[src/rtl/adc_echo_packer.sv]
// adc_echo_packer
// Captures one ADC sample per clock while FIFO_EN is high and packs two
// samples into each 32-bit word. Packed words go into an internal
// first-word-fall-through FIFO, which drains through a valid/ready stream.
// The block also reports per-echo completion, a count of words written and a
// sticky overflow flag.
//
// Ports:
//   CLK        : system clock; all logic runs on the rising edge
//   RESET      : synchronous, active-high reset
//   START      : one-cycle pulse that clears the per-acquisition status
//   FIFO_EN    : acquisition window; high means ADC_DATA is valid this cycle
//   ADC_DATA   : ADC sample
//   OUT_DATA   : packed word; [15:0] holds the earlier sample, [31:16] the later one
//   OUT_VALID  : OUT_DATA is valid (the FIFO is not empty)
//   OUT_READY  : the consumer takes OUT_DATA when OUT_VALID & OUT_READY
//   WORD_COUNT : words written into the FIFO since the last START/RESET
//   OVERFLOW   : sticky; at least one word was dropped since the last START/RESET
//   ECHO_DONE  : one-cycle pulse at the end of each FIFO_EN window
//   FIFO_LEVEL : current FIFO occupancy
module adc_echo_packer #(
    parameter int ADC_DATA_WIDTH = 12,
    parameter int DEPTH_LOG2     = 4,
    parameter int COUNT_WIDTH    = 32
) (
    input  logic                      CLK,
    input  logic                      RESET,
    input  logic                      START,
    input  logic                      FIFO_EN,
    input  logic [ADC_DATA_WIDTH-1:0] ADC_DATA,
    output logic [31:0]               OUT_DATA,
    output logic                      OUT_VALID,
    input  logic                      OUT_READY,
    output logic [COUNT_WIDTH-1:0]    WORD_COUNT,
    output logic                      OVERFLOW,
    output logic                      ECHO_DONE,
    output logic [DEPTH_LOG2:0]       FIFO_LEVEL
);

    localparam int DEPTH = 1 << DEPTH_LOG2;
    localparam logic [DEPTH_LOG2:0] FULL_LEVEL = (DEPTH_LOG2+1)'(DEPTH);

    typedef enum logic [0:0] {
        PK_EMPTY = 1'b0,
        PK_HALF  = 1'b1
    } pk_state_t;

    pk_state_t                 pk_state_q, pk_state_d;
    logic [15:0]               held_q, held_d;
    logic                      fifo_en_dly_q, fifo_en_dly_d;
    logic                      echo_done_q, echo_done_d;
    logic [COUNT_WIDTH-1:0]    word_count_q, word_count_d;
    logic                      overflow_q, overflow_d;
    logic [DEPTH_LOG2:0]       level_q, level_d;
    logic [DEPTH_LOG2-1:0]     wr_ptr_q, wr_ptr_d;
    logic [DEPTH_LOG2-1:0]     rd_ptr_q, rd_ptr_d;
    logic [31:0]               mem [DEPTH];

    logic [15:0]               sample_s;
    logic                      push_req_s;
    logic [31:0]               push_word_s;
    logic                      pop_s;
    logic                      full_s;
    logic                      push_ok_s;
    logic                      drop_s;

    // Packer next state: pairs samples, flushes a lone half-word at window end
    always_comb begin
        sample_s      = 16'(ADC_DATA);
        pk_state_d    = pk_state_q;
        held_d        = held_q;
        push_req_s    = 1'b0;
        push_word_s   = 32'h0000_0000;
        fifo_en_dly_d = FIFO_EN;
        echo_done_d   = fifo_en_dly_q & ~FIFO_EN;
        if (FIFO_EN) begin
            case (pk_state_q)
                PK_EMPTY: begin
                    held_d     = sample_s;
                    pk_state_d = PK_HALF;
                end
                PK_HALF: begin
                    push_req_s  = 1'b1;
                    push_word_s = {sample_s, held_q};
                    pk_state_d  = PK_EMPTY;
                end
                default: begin
                    pk_state_d = PK_EMPTY;
                end
            endcase
        end else if (fifo_en_dly_q && (pk_state_q == PK_HALF)) begin
            push_req_s  = 1'b1;
            push_word_s = {16'h0000, held_q};
            pk_state_d  = PK_EMPTY;
        end else begin
            pk_state_d = pk_state_q;
        end
        // START restarts packing; a sample on the same edge becomes the new low half
        if (START) begin
            if (FIFO_EN) begin
                held_d     = sample_s;
                pk_state_d = PK_HALF;
            end else begin
                pk_state_d = PK_EMPTY;
            end
        end else begin
            held_d = held_d;
        end
    end

    // FIFO control: a full FIFO still accepts a push when a pop frees a slot on the same edge
    always_comb begin
        pop_s     = (level_q != '0) & OUT_READY;
        full_s    = (level_q == FULL_LEVEL);
        push_ok_s = push_req_s & (~full_s | pop_s);
        drop_s    = push_req_s & full_s & ~pop_s;
        wr_ptr_d  = push_ok_s ? wr_ptr_q + DEPTH_LOG2'(1) : wr_ptr_q;
        rd_ptr_d  = pop_s ? rd_ptr_q + DEPTH_LOG2'(1) : rd_ptr_q;
        case ({push_ok_s, pop_s})
            2'b10:   level_d = level_q + (DEPTH_LOG2+1)'(1);
            2'b01:   level_d = level_q - (DEPTH_LOG2+1)'(1);
            default: level_d = level_q;
        endcase
        if (START) begin
            word_count_d = '0;
            overflow_d   = 1'b0;
        end else begin
            word_count_d = push_ok_s ? word_count_q + COUNT_WIDTH'(1) : word_count_q;
            overflow_d   = overflow_q | drop_s;
        end
    end

    // State and status registers
    always_ff @(posedge CLK) begin
        if (RESET) begin
            pk_state_q    <= PK_EMPTY;
            held_q        <= 16'h0000;
            fifo_en_dly_q <= 1'b0;
            echo_done_q   <= 1'b0;
            word_count_q  <= '0;
            overflow_q    <= 1'b0;
            level_q       <= '0;
            wr_ptr_q      <= '0;
            rd_ptr_q      <= '0;
        end else begin
            pk_state_q    <= pk_state_d;
            held_q        <= held_d;
            fifo_en_dly_q <= fifo_en_dly_d;
            echo_done_q   <= echo_done_d;
            word_count_q  <= word_count_d;
            overflow_q    <= overflow_d;
            level_q       <= level_d;
            wr_ptr_q      <= wr_ptr_d;
            rd_ptr_q      <= rd_ptr_d;
        end
    end

    // FIFO storage; contents need no reset because the pointers define validity
    always_ff @(posedge CLK) begin
        if (push_ok_s) begin
            mem[wr_ptr_q] <= push_word_s;
        end
    end

    // Outputs; OUT_DATA is forced to zero while empty so that no stale entry shows
    always_comb begin
        OUT_VALID  = (level_q != '0);
        OUT_DATA   = OUT_VALID ? mem[rd_ptr_q] : 32'h0000_0000;
        WORD_COUNT = word_count_q;
        OVERFLOW   = overflow_q;
        ECHO_DONE  = echo_done_q;
        FIFO_LEVEL = level_q;
    end

endmodule
[config.mk]
export PLATFORM = sky130hd
export DESIGN_NAME = adc_echo_packer
export DESIGN_NICKNAME = d
export VERILOG_FILES = /design/src/rtl/adc_echo_packer.sv
export SDC_FILE = /design/constraint.sdc
export NUM_CORES = 1
export LEC_CHECK = 0
export BUFFER_PORTS_ARGS = -buffer_cell sky130_fd_sc_hd__buf_2
export CORE_ASPECT_RATIO = 0.8
export CORE_MARGIN = 10
export CORE_UTILIZATION = 60
export CTS_CLUSTER_DIAMETER = 40
export DETAILED_ROUTE_END_ITERATION = 8
export GPL_ROUTABILITY_DRIVEN = 0
export PLACE_DENSITY = 0.78
export SYNTH_ARGS = -nofsm -noshare
export SYNTH_HDL_FRONTEND = slang
export SYNTH_SLANG_ARGS = --single-unit
[constraint.sdc]
create_clock -name CLK -period 4.1 [get_ports CLK]
set_clock_uncertainty 0.2 [all_clocks]
set_input_delay 0.82 -clock CLK [delete_from_list [all_inputs] [get_ports CLK]]
set_output_delay 0.82 -clock CLK [all_outputs]
set_load 0.02 [all_outputs]
==> results.cfg, run 1 <==
[timing]
slew_headroom = 0.3988
hold_ws_ns = 0.2522
tightest_slew_ns = 0.8990
hold_violations = 0
finalWorstSetupSlack_ns = 0.2096
clock.fmax_mhz = 257.0
grt_setup_unrepaired = no
post-route-period-util = 0.9489
setup-tns-final_ns = 0
setup-violations-final = 0
final_max_slew_viol_count = 0
final.min_clock_period_ns = 3.890

[critical_path]
worstSetupPathType = reg -> out
crit_arrival_ns = 2.87
reg2reg_to = FIFO_LEVEL[4]
ff2ff_setup_slack_ns = 1.06
cp-startpoint = FIFO_LEVEL[1]
cp-end-kind = output pin
path_max_fanout = 20
cp_data_required_time_ns = 3.08
r2r_start = FIFO_LEVEL[1]
critPathLaunchType = register
crit_end = OUT_DATA[5]
rr_worst_depth = 8

[global_route]
track_usage = 0.2214
grt_max_degree = 44
grt_pass1_vias = 11030
gr-total-overflow = 0
grt_pass1_wl_mm = 69.11
antenna_found_initial = 2

[clock_tree]
htreeDepth = 2
root_buffer = clkbuf_16
clockBufferDepth = 3
clk_latency_ns = 0.57
hold_buffers = 0
cts_setup_buffers = 0
cts_num_sinks = 517
cts_tree = built
clkTransAtPathRegs_ns = 0.06
cts.repair.resized = 0
numCtsBuffers = 50

[floorplanning]
rows = 60
die_x_um = 226.8
core_area_um2 = 33710
die_area_um2 = 42050
initial_utilization = 0.6088
io_pins = 89
die_y_um = 185.4

[yosys]
synth_compound_area_frac = 0.03865
synthSimpleGateAreaFrac = 0.05457
synth_fa_ha_area_frac = 0.004877
synthMuxAreaShare = 0.1563
async_flop_share = 0
yosysTopAreaCellShare = 0.6555
netlist_instances = 1114
synthTopCellsByArea = edfxtp_1 66%, mux4_2 12%, dfxtp_1 6.7%
yosysMostFrequentCell = edfxtp_1
syn_avg_cell_area_um2 = 18.42
synth_common_cells = 448 x edfxtp_1, 112 x mux4_2, 69 x dfxtp_1
synth_xor_area_frac = 0.004268
yosysSeqAreaShare = 0.7228
synth-seq-cells = 517
synth_cell_types = 56
synth_warnings = 0
synth-edff-count = 448
synth_top_family_by_area = multiplexers
syn_area_um2 = 20520
synth_largest_area_cell = edfxtp_1
ys_dominant_reg_cell = edfxtp_1

[place]
pre_cts_ws_ns = 0.6580
hpwl_mm = 27.34
io_buffers = 84

[route]
drc = 0
num_vias = 10950
drt_iter0_markers = 1174
viasPerCell = 6.465
dr.pass1.iters = 6
wl_per_cell_um = 26.81
drtAntennaViolNets = 0
routed_wirelength_mm = 45.39

[pwr]
power.total_w = 0.01316
power_density_nw_per_um2 = 566.5
cellLeakagePower_nw = 7.805
ir_drop_v = 0.0004896

[hold_path]
hp-class = reg -> reg

[finish]
final_util = 0.6891
final_nets = 1241
synthToLayoutAreaGrowth_pct = 13.19
drive_gt1_frac = 0.2689

[outcome]
status = completed

[run]
cap_violations = 0
-- stage by stage --
stage | instance area, µm² | cells
4_1_cts | 23210 | 1691
6_report | 23230 | 1693
3_5_place_dp | 21590 | 1598
3_3_place_gp | 21590 | 1598
2_1_floorplan | 20530 | 1117
5_1_grt | 23230 | 1693
-- kinds of logic (layout without fill, tap and decap cells) --
logic type / count (synthesis) / in the layout
other: 1 / 6
AOI/OAI and AO/OA: 119 / 119
DFF: 517 / 517
adders and majority gates: 8 / 8
muxes: 180 / 180
xor gates and xnor gates: 10 / 10
buffers and inverters: 81 / 221
and+or+nand+nor: 198 / 198
-- worst max-delay path, cell delays in order (launching register included) --
cell	delay, ns
dfxtp_1	0.41
nor4_4	0.65
nand2_1	0.30
nand2b_4	0.39
buf_4	0.27
o22ai_1	0.11
buf_2	0.17
-- layout make-up --
class | count | area, µm²
sequential | 517 | 14850
clock inverter | 29 | 242.7
fill | 2087 | 10480
tap | 434 | 543.0
multi-input combinational | 519 | 5355
clock buffer | 64 | 1378
timing repair buffer | 117 | 818.3
inverter | 11 | 41.29
antenna | 2 | 5.005
-- metal layers --
| layer | GRT usage | part of all wire | routed length [µm] | up-vias |
|---|---|---|---|---|
| li1 | - | - | - | 4730 |
| met1 | 0.3110 | 0.41 | 18610 | 5605 |
| met2 | 0.3489 | 0.48 | 21770 | 538 |
| met3 | 0.03999 | 0.088 | 3977 | 73 |
| met4 | 0.06965 | 0.023 | 1031 | 0 |
| met5 | 0 | 0 | 0 | - |
-- sequential cells by signal (all words and copies together), names as in the netlist, named ones only --
name and count:
pk_state_q 1, rd_ptr_q 4, mem 448, wr_ptr_q 4, ECHO_DONE 1, FIFO_LEVEL 5
WORD_COUNT 32, OVERFLOW 1, fifo_en_dly_q 1, held_q 12
-- cell usage in the layout, fill, tap and decap left out, types with 4 or more instances in the layout --
master,n
edfxtp_1,448
buf_12,12
o211ai_1,4
nor2_1,23
nand2_1,48
dfxtp_1,66
ha_1,8
and2_2,4
o2111ai_1,4
inv_1,11
buf_2,84
o21ai_0,6
or3_1,7
nor2b_1,4
buf_4,21
clkinv_4,4
clkinv_2,7
xnor2_1,6
clkbuf_16,53
a21oi_1,39
nand3_1,12
o21a_1,5
nand4_1,6
mux4_2,112
o22ai_1,28
clkinv_1,9
and4_2,4
nor4_1,8
and3_2,8
clkbuf_1,10
or4_1,17
and2_1,24
and4_1,6
conb_1,4
mux2i_1,65
o31ai_1,16
xor2_1,4
and3_1,14
-- worst min path at each step --
| stage | start | end | slack (ns) | cells past startpoint |
|---|---|---|---|---|
| floorplan | register | register | 0.22 | 1 |
| global placement | register | register | 0.23 | 1 |
| detailed placement | held_q[8] | held_q[8] | 0.24 | 2 |
| CTS | held_q[1] | held_q[1] | 0.25 | 2 |
| global route | held_q[8] | held_q[8] | 0.27 | 2 |
| finish | held_q[1] | held_q[1] | 0.25 | 2 |
-- power by group --
| group | total (W) | leakage [nW] | switching (W) | internal [W] |
|---|---|---|---|---|
| Combinational | 0.00279 | 2.05 | 0.00153 | 0.00126 |
| Clock | 0.00450 | 0.787 | 0.00192 | 0.00258 |
| Sequential | 0.00587 | 4.97 | 0.000139 | 0.00573 |
| Total | 0.0132 | 7.81 | 0.00359 | 0.00957 |
Note: power is estimated with default switching activity, not from simulation.
==> inputs of run 2 (changes only) <==
Settings changed: PLACE_DENSITY 0.78 to 0.84.
==> results.cfg, run 2 (synthesized netlist as in run 1, its figures left out) <==
[outcome]
status = completed

[hold_path]
hp-class = reg -> reg

[timing]
grt_setup_unrepaired = no
post-route-period-util = 0.9460
tightest_slew_ns = 0.9066
hold_ws_ns = 0.2537
hold_violations = 0
setup-tns-final_ns = 0
slew_headroom = 0.3938
final.min_clock_period_ns = 3.879
clock.fmax_mhz = 257.8
setup-violations-final = 0
final_max_slew_viol_count = 0

[critical_path]
ff2ff_setup_slack_ns = 1.05
cp-end-kind = output pin
path_max_fanout = 24
critPathLaunchType = register
crit_arrival_ns = 2.86
worstSetupPathType = reg -> out
cp_data_required_time_ns = 3.08

[pwr]
cellLeakagePower_nw = 7.814
power_density_nw_per_um2 = 573.6
ir_drop_v = 0.0004639

[clock_tree]
clk_latency_ns = 0.59
cts_setup_buffers = 0
cts_num_sinks = 517
htreeDepth = 2
numCtsBuffers = 51
root_buffer = clkbuf_16
hold_buffers = 0
clockBufferDepth = 3
cts.repair.resized = 0
clkTransAtPathRegs_ns = 0.07
cts_tree = built

[floorplanning]
io_pins = 89
die_area_um2 = 42050
core_area_um2 = 33710
die_y_um = 185.4
rows = 60
die_x_um = 226.8
initial_utilization = 0.6088

[global_route]
busiest_layer = met2
grt_max_degree = 48
grtUsageMet1 = 0.3203
track_usage = 0.2256
grt_use_met3 = 0.03746
grt_pass1_wl_mm = 71.36
met2_usage = 0.3594
gr-total-overflow = 0
grt_pass1_vias = 11280
antenna_found_initial = 1

[finish]
drive_gt1_frac = 0.2716
largest_reg_flops = 448
synthToLayoutAreaGrowth_pct = 13.33
final_common_cell = edfxtp_1
final_nets = 1242
layout_common_cells = 448 x edfxtp_1, 112 x mux4_2, 84 x buf_2, 66 x dfxtp_1, 65 x mux2i_1
top_register = mem

[route]
drt_iter0_markers = 1668
wl_per_cell_um = 27.40
routed_wirelength_mm = 46.42
drtAntennaViolNets = 0
dr.pass1.iters = 7
drc = 0
viasPerCell = 6.637
num_vias = 11240

[place]
hpwl_mm = 27.74
io_buffers = 84

[run]
cap_violations = 0
-- run 2: cell types whose count changed in the layout (fill, tap and decap cells not counted), moves of 2 or more --
| cell | delta |
|---|---|
| clkbuf_1 | -2 |
| clkbuf_8 | +2 |
| clkinv_4 | -3 |
| clkinv_8 | +3 |
| inv_4 | +2 |
-- run 2: worst max-delay path: stages, from the launching register on --
cell,delay [ns]
dfxtp_4,0.56
buf_12,0.28
buf_12,0.25
mux4_2,0.56
mux2i_1,0.27
o22ai_1,0.15
buf_2,0.20
-- run 2: metrics by stage --
step           instance area [µm²]  utilization  cells  total power (W)  setup WS, ns
2_1_floorplan                20530            -   1117         0.008046         1.090
3_3_place_gp                 21600       0.6409   1598         0.008835        0.8211
3_5_place_dp                 21600       0.6409   1598         0.008885        0.7471
4_1_cts                      23250       0.6899   1693          0.01342        0.1433
5_1_grt                      23260       0.6900   1694          0.01381       0.09007
6_report                     23260       0.6900   1694          0.01334        0.2214
-- run 2: metal layers --
metal | part of all wire | up-vias
li1 | - | 4734
met1 | 0.40 | 5785
met5 | 0 | -
met4 | 0.021 | 0
met3 | 0.087 | 74
met2 | 0.49 | 650
-- run 2: worst paths after layout --
kind                            cells past startpoint       start            to
worst max-delay path                                6    register  OUT_DATA[23]
worst min-delay path                                2   held_q[1]     held_q[1]
worst max register to register                      3  pk_state_q   mem[14][15]
worst min register to register                      2   held_q[1]     held_q[1]
-- run 2: final cells by class --
cell class / count / area [µm²]
Sequential cell: 517 / 14850
Fill cell: 2034 / 10450
Multi-Input combinational cell: 519 / 5343
Clock buffer: 63 / 1373
Timing Repair Buffer: 117 / 830.8
Tap cell: 434 / 543.0
Clock inverter: 32 / 279.0
Inverter: 11 / 41.29
Antenna cell: 1 / 2.502
-- run 2: power by group --
group | switching (W) | leakage (nW) | internal, W
sequential | 0.000148 | 4.97 | 0.00573
combinational | 0.00161 | 2.04 | 0.00129
clock | 0.00202 | 0.803 | 0.00254
==> inputs of run 3 (changes only) <==
Settings changed: RECOVER_POWER set to 100.
==> results.cfg, run 3 (synthesized netlist as in run 1, its figures left out) <==
[clock_tree]
numCtsBuffers = 51
clkTransAtPathRegs_ns = 0.07
clk_latency_ns = 0.58
hold_buffers = 0
cts.repair.resized = 0
cts_num_sinks = 517
clockBufferDepth = 3
cts_setup_buffers = 0
root_buffer = clkbuf_16
cts_tree = built
htreeDepth = 2

[timing]
setup-tns-final_ns = 0
finalWorstSetupSlack_ns = 0.2307
clock.fmax_mhz = 258.4
final.min_clock_period_ns = 3.869
tightest_slew_ns = 1.778
setup-violations-final = 0
hold_violations = 0
post-route-period-util = 0.9437
final_max_slew_viol_count = 72
grt_setup_unrepaired = no
slew_headroom = -0.1851

[critical_path]
worstSetupPathType = reg -> out
path_max_fanout = 24
cp-end-kind = output pin
r2r_start = FIFO_LEVEL[1]
reg2reg_to = mem[8][10]
rr_worst_depth = 5
cp_data_required_time_ns = 3.08
ff2ff_setup_slack_ns = 0.25
critPathLaunchType = register
crit_arrival_ns = 2.85

[outcome]
status = finished, violations left
violations = capacitance limit, slew limit

[run]
cap_violations = 3

[floorplanning]
rows = 60
io_pins = 89
initial_utilization = 0.6088
core_area_um2 = 33710
die_x_um = 226.8
die_area_um2 = 42050
die_y_um = 185.4

[finish]
layout_common_cells = 448 x edfxtp_1, 112 x mux4_2, 68 x clkbuf_1, 66 x dfxtp_1, 65 x mux2i_1
drive_gt1_frac = 0.2121
final_nets = 1242
synthToLayoutAreaGrowth_pct = 12.28
top_register = mem
final_common_cell = edfxtp_1
largest_reg_flops = 448

[hold_path]
hold_start = held_q[1]
whs_path_depth = 2
worstHoldEndpoint = held_q[1]
hp-class = reg -> reg

[global_route]
antenna_found_initial = 1
grt_pass1_vias = 11280
grt_max_degree = 48
gr-total-overflow = 0
grt_pass1_wl_mm = 71.36
track_usage = 0.2256

[place]
hpwl_mm = 27.74
pre_cts_ws_ns = 0.7471
io_buffers = 84

[route]
drtAntennaViolNets = 0
wl_per_cell_um = 27.36
num_vias = 11250
drc = 0
routed_wirelength_mm = 46.34
viasPerCell = 6.643
drt_iter0_markers = 1759
dr.pass1.iters = 8

[pwr]
cellLeakagePower_nw = 7.522
power_density_nw_per_um2 = 573.9
ir_drop_v = 0.0004604
[run 3: changes by cell type in the layout (fill, tap and decap cells not counted), moves of 12 or more]
cell      delta
and2_1      -19
clkbuf_2    +14
and2_0      +19
buf_2       -62
clkbuf_1    +60
buf_4       -12
[run 3: through the flow]
step | hold WS, ns | cell area [µm²] | utilization | instances | total power (W)
2_1_floorplan | 0.2209 | 20530 | - | 1117 | 0.008046
3_5_place_dp | 0.2389 | 21600 | 0.6409 | 1598 | 0.008885
3_3_place_gp | 0.2339 | 21600 | 0.6409 | 1598 | 0.008835
4_1_cts | 0.2515 | 23250 | 0.6899 | 1693 | 0.01342
6_report | 0.2552 | 23040 | 0.6836 | 1694 | 0.01323
5_1_grt | 0.2776 | 23040 | 0.6836 | 1694 | 0.01370
[run 3: area by class of cell]
| class | count | area [µm²] |
|---|---|---|
| sequential | 517 | 14850 |
| fill | 2086 | 10670 |
| multi-input combinational | 519 | 5284 |
| clock buffer | 63 | 1373 |
| timing repair buffer | 117 | 674.4 |
| tap | 434 | 543.0 |
| clock inverter | 32 | 279.0 |
| inverter | 11 | 41.29 |
| antenna | 1 | 2.502 |
[run 3: worst max-delay path, cell delays in order, from the launching register on]
cell      delay [ns]
dfxtp_4         0.55
buf_12          0.27
buf_12          0.24
mux4_2          0.56
mux2i_1         0.27
o22ai_1         0.15
clkbuf_2        0.19
[run 3: worst max-delay path by stage]
stage,startpoint,to,slack [ns]
3_3_place_gp,FIFO_EN,mem[15][13],0.82
6_report,register,OUT_DATA[23],0.23
5_1_grt,FIFO_LEVEL[1],mem[8][10],0.05
2_1_floorplan,FIFO_LEVEL[1],OUT_DATA[10],1.09
4_1_cts,register,OUT_DATA[23],0.14
3_5_place_dp,FIFO_EN,mem[14][14],0.75
[run 3: per-layer routing]
metal,global-route usage,vias up,part of all wire
met3,0.03746,86,0.096
met1,0.3203,5738,0.40
met2,0.3594,686,0.49
met4,0.05947,0,0.019
li1,-,4744,-
met5,0,-,0
[run 3: power by group]
group / switching, W / internal (W)
clock network: 0.00202 / 0.00254
registers: 0.000134 / 0.00573
logic: 0.00159 / 0.00120
total: 0.00374 / 0.00948
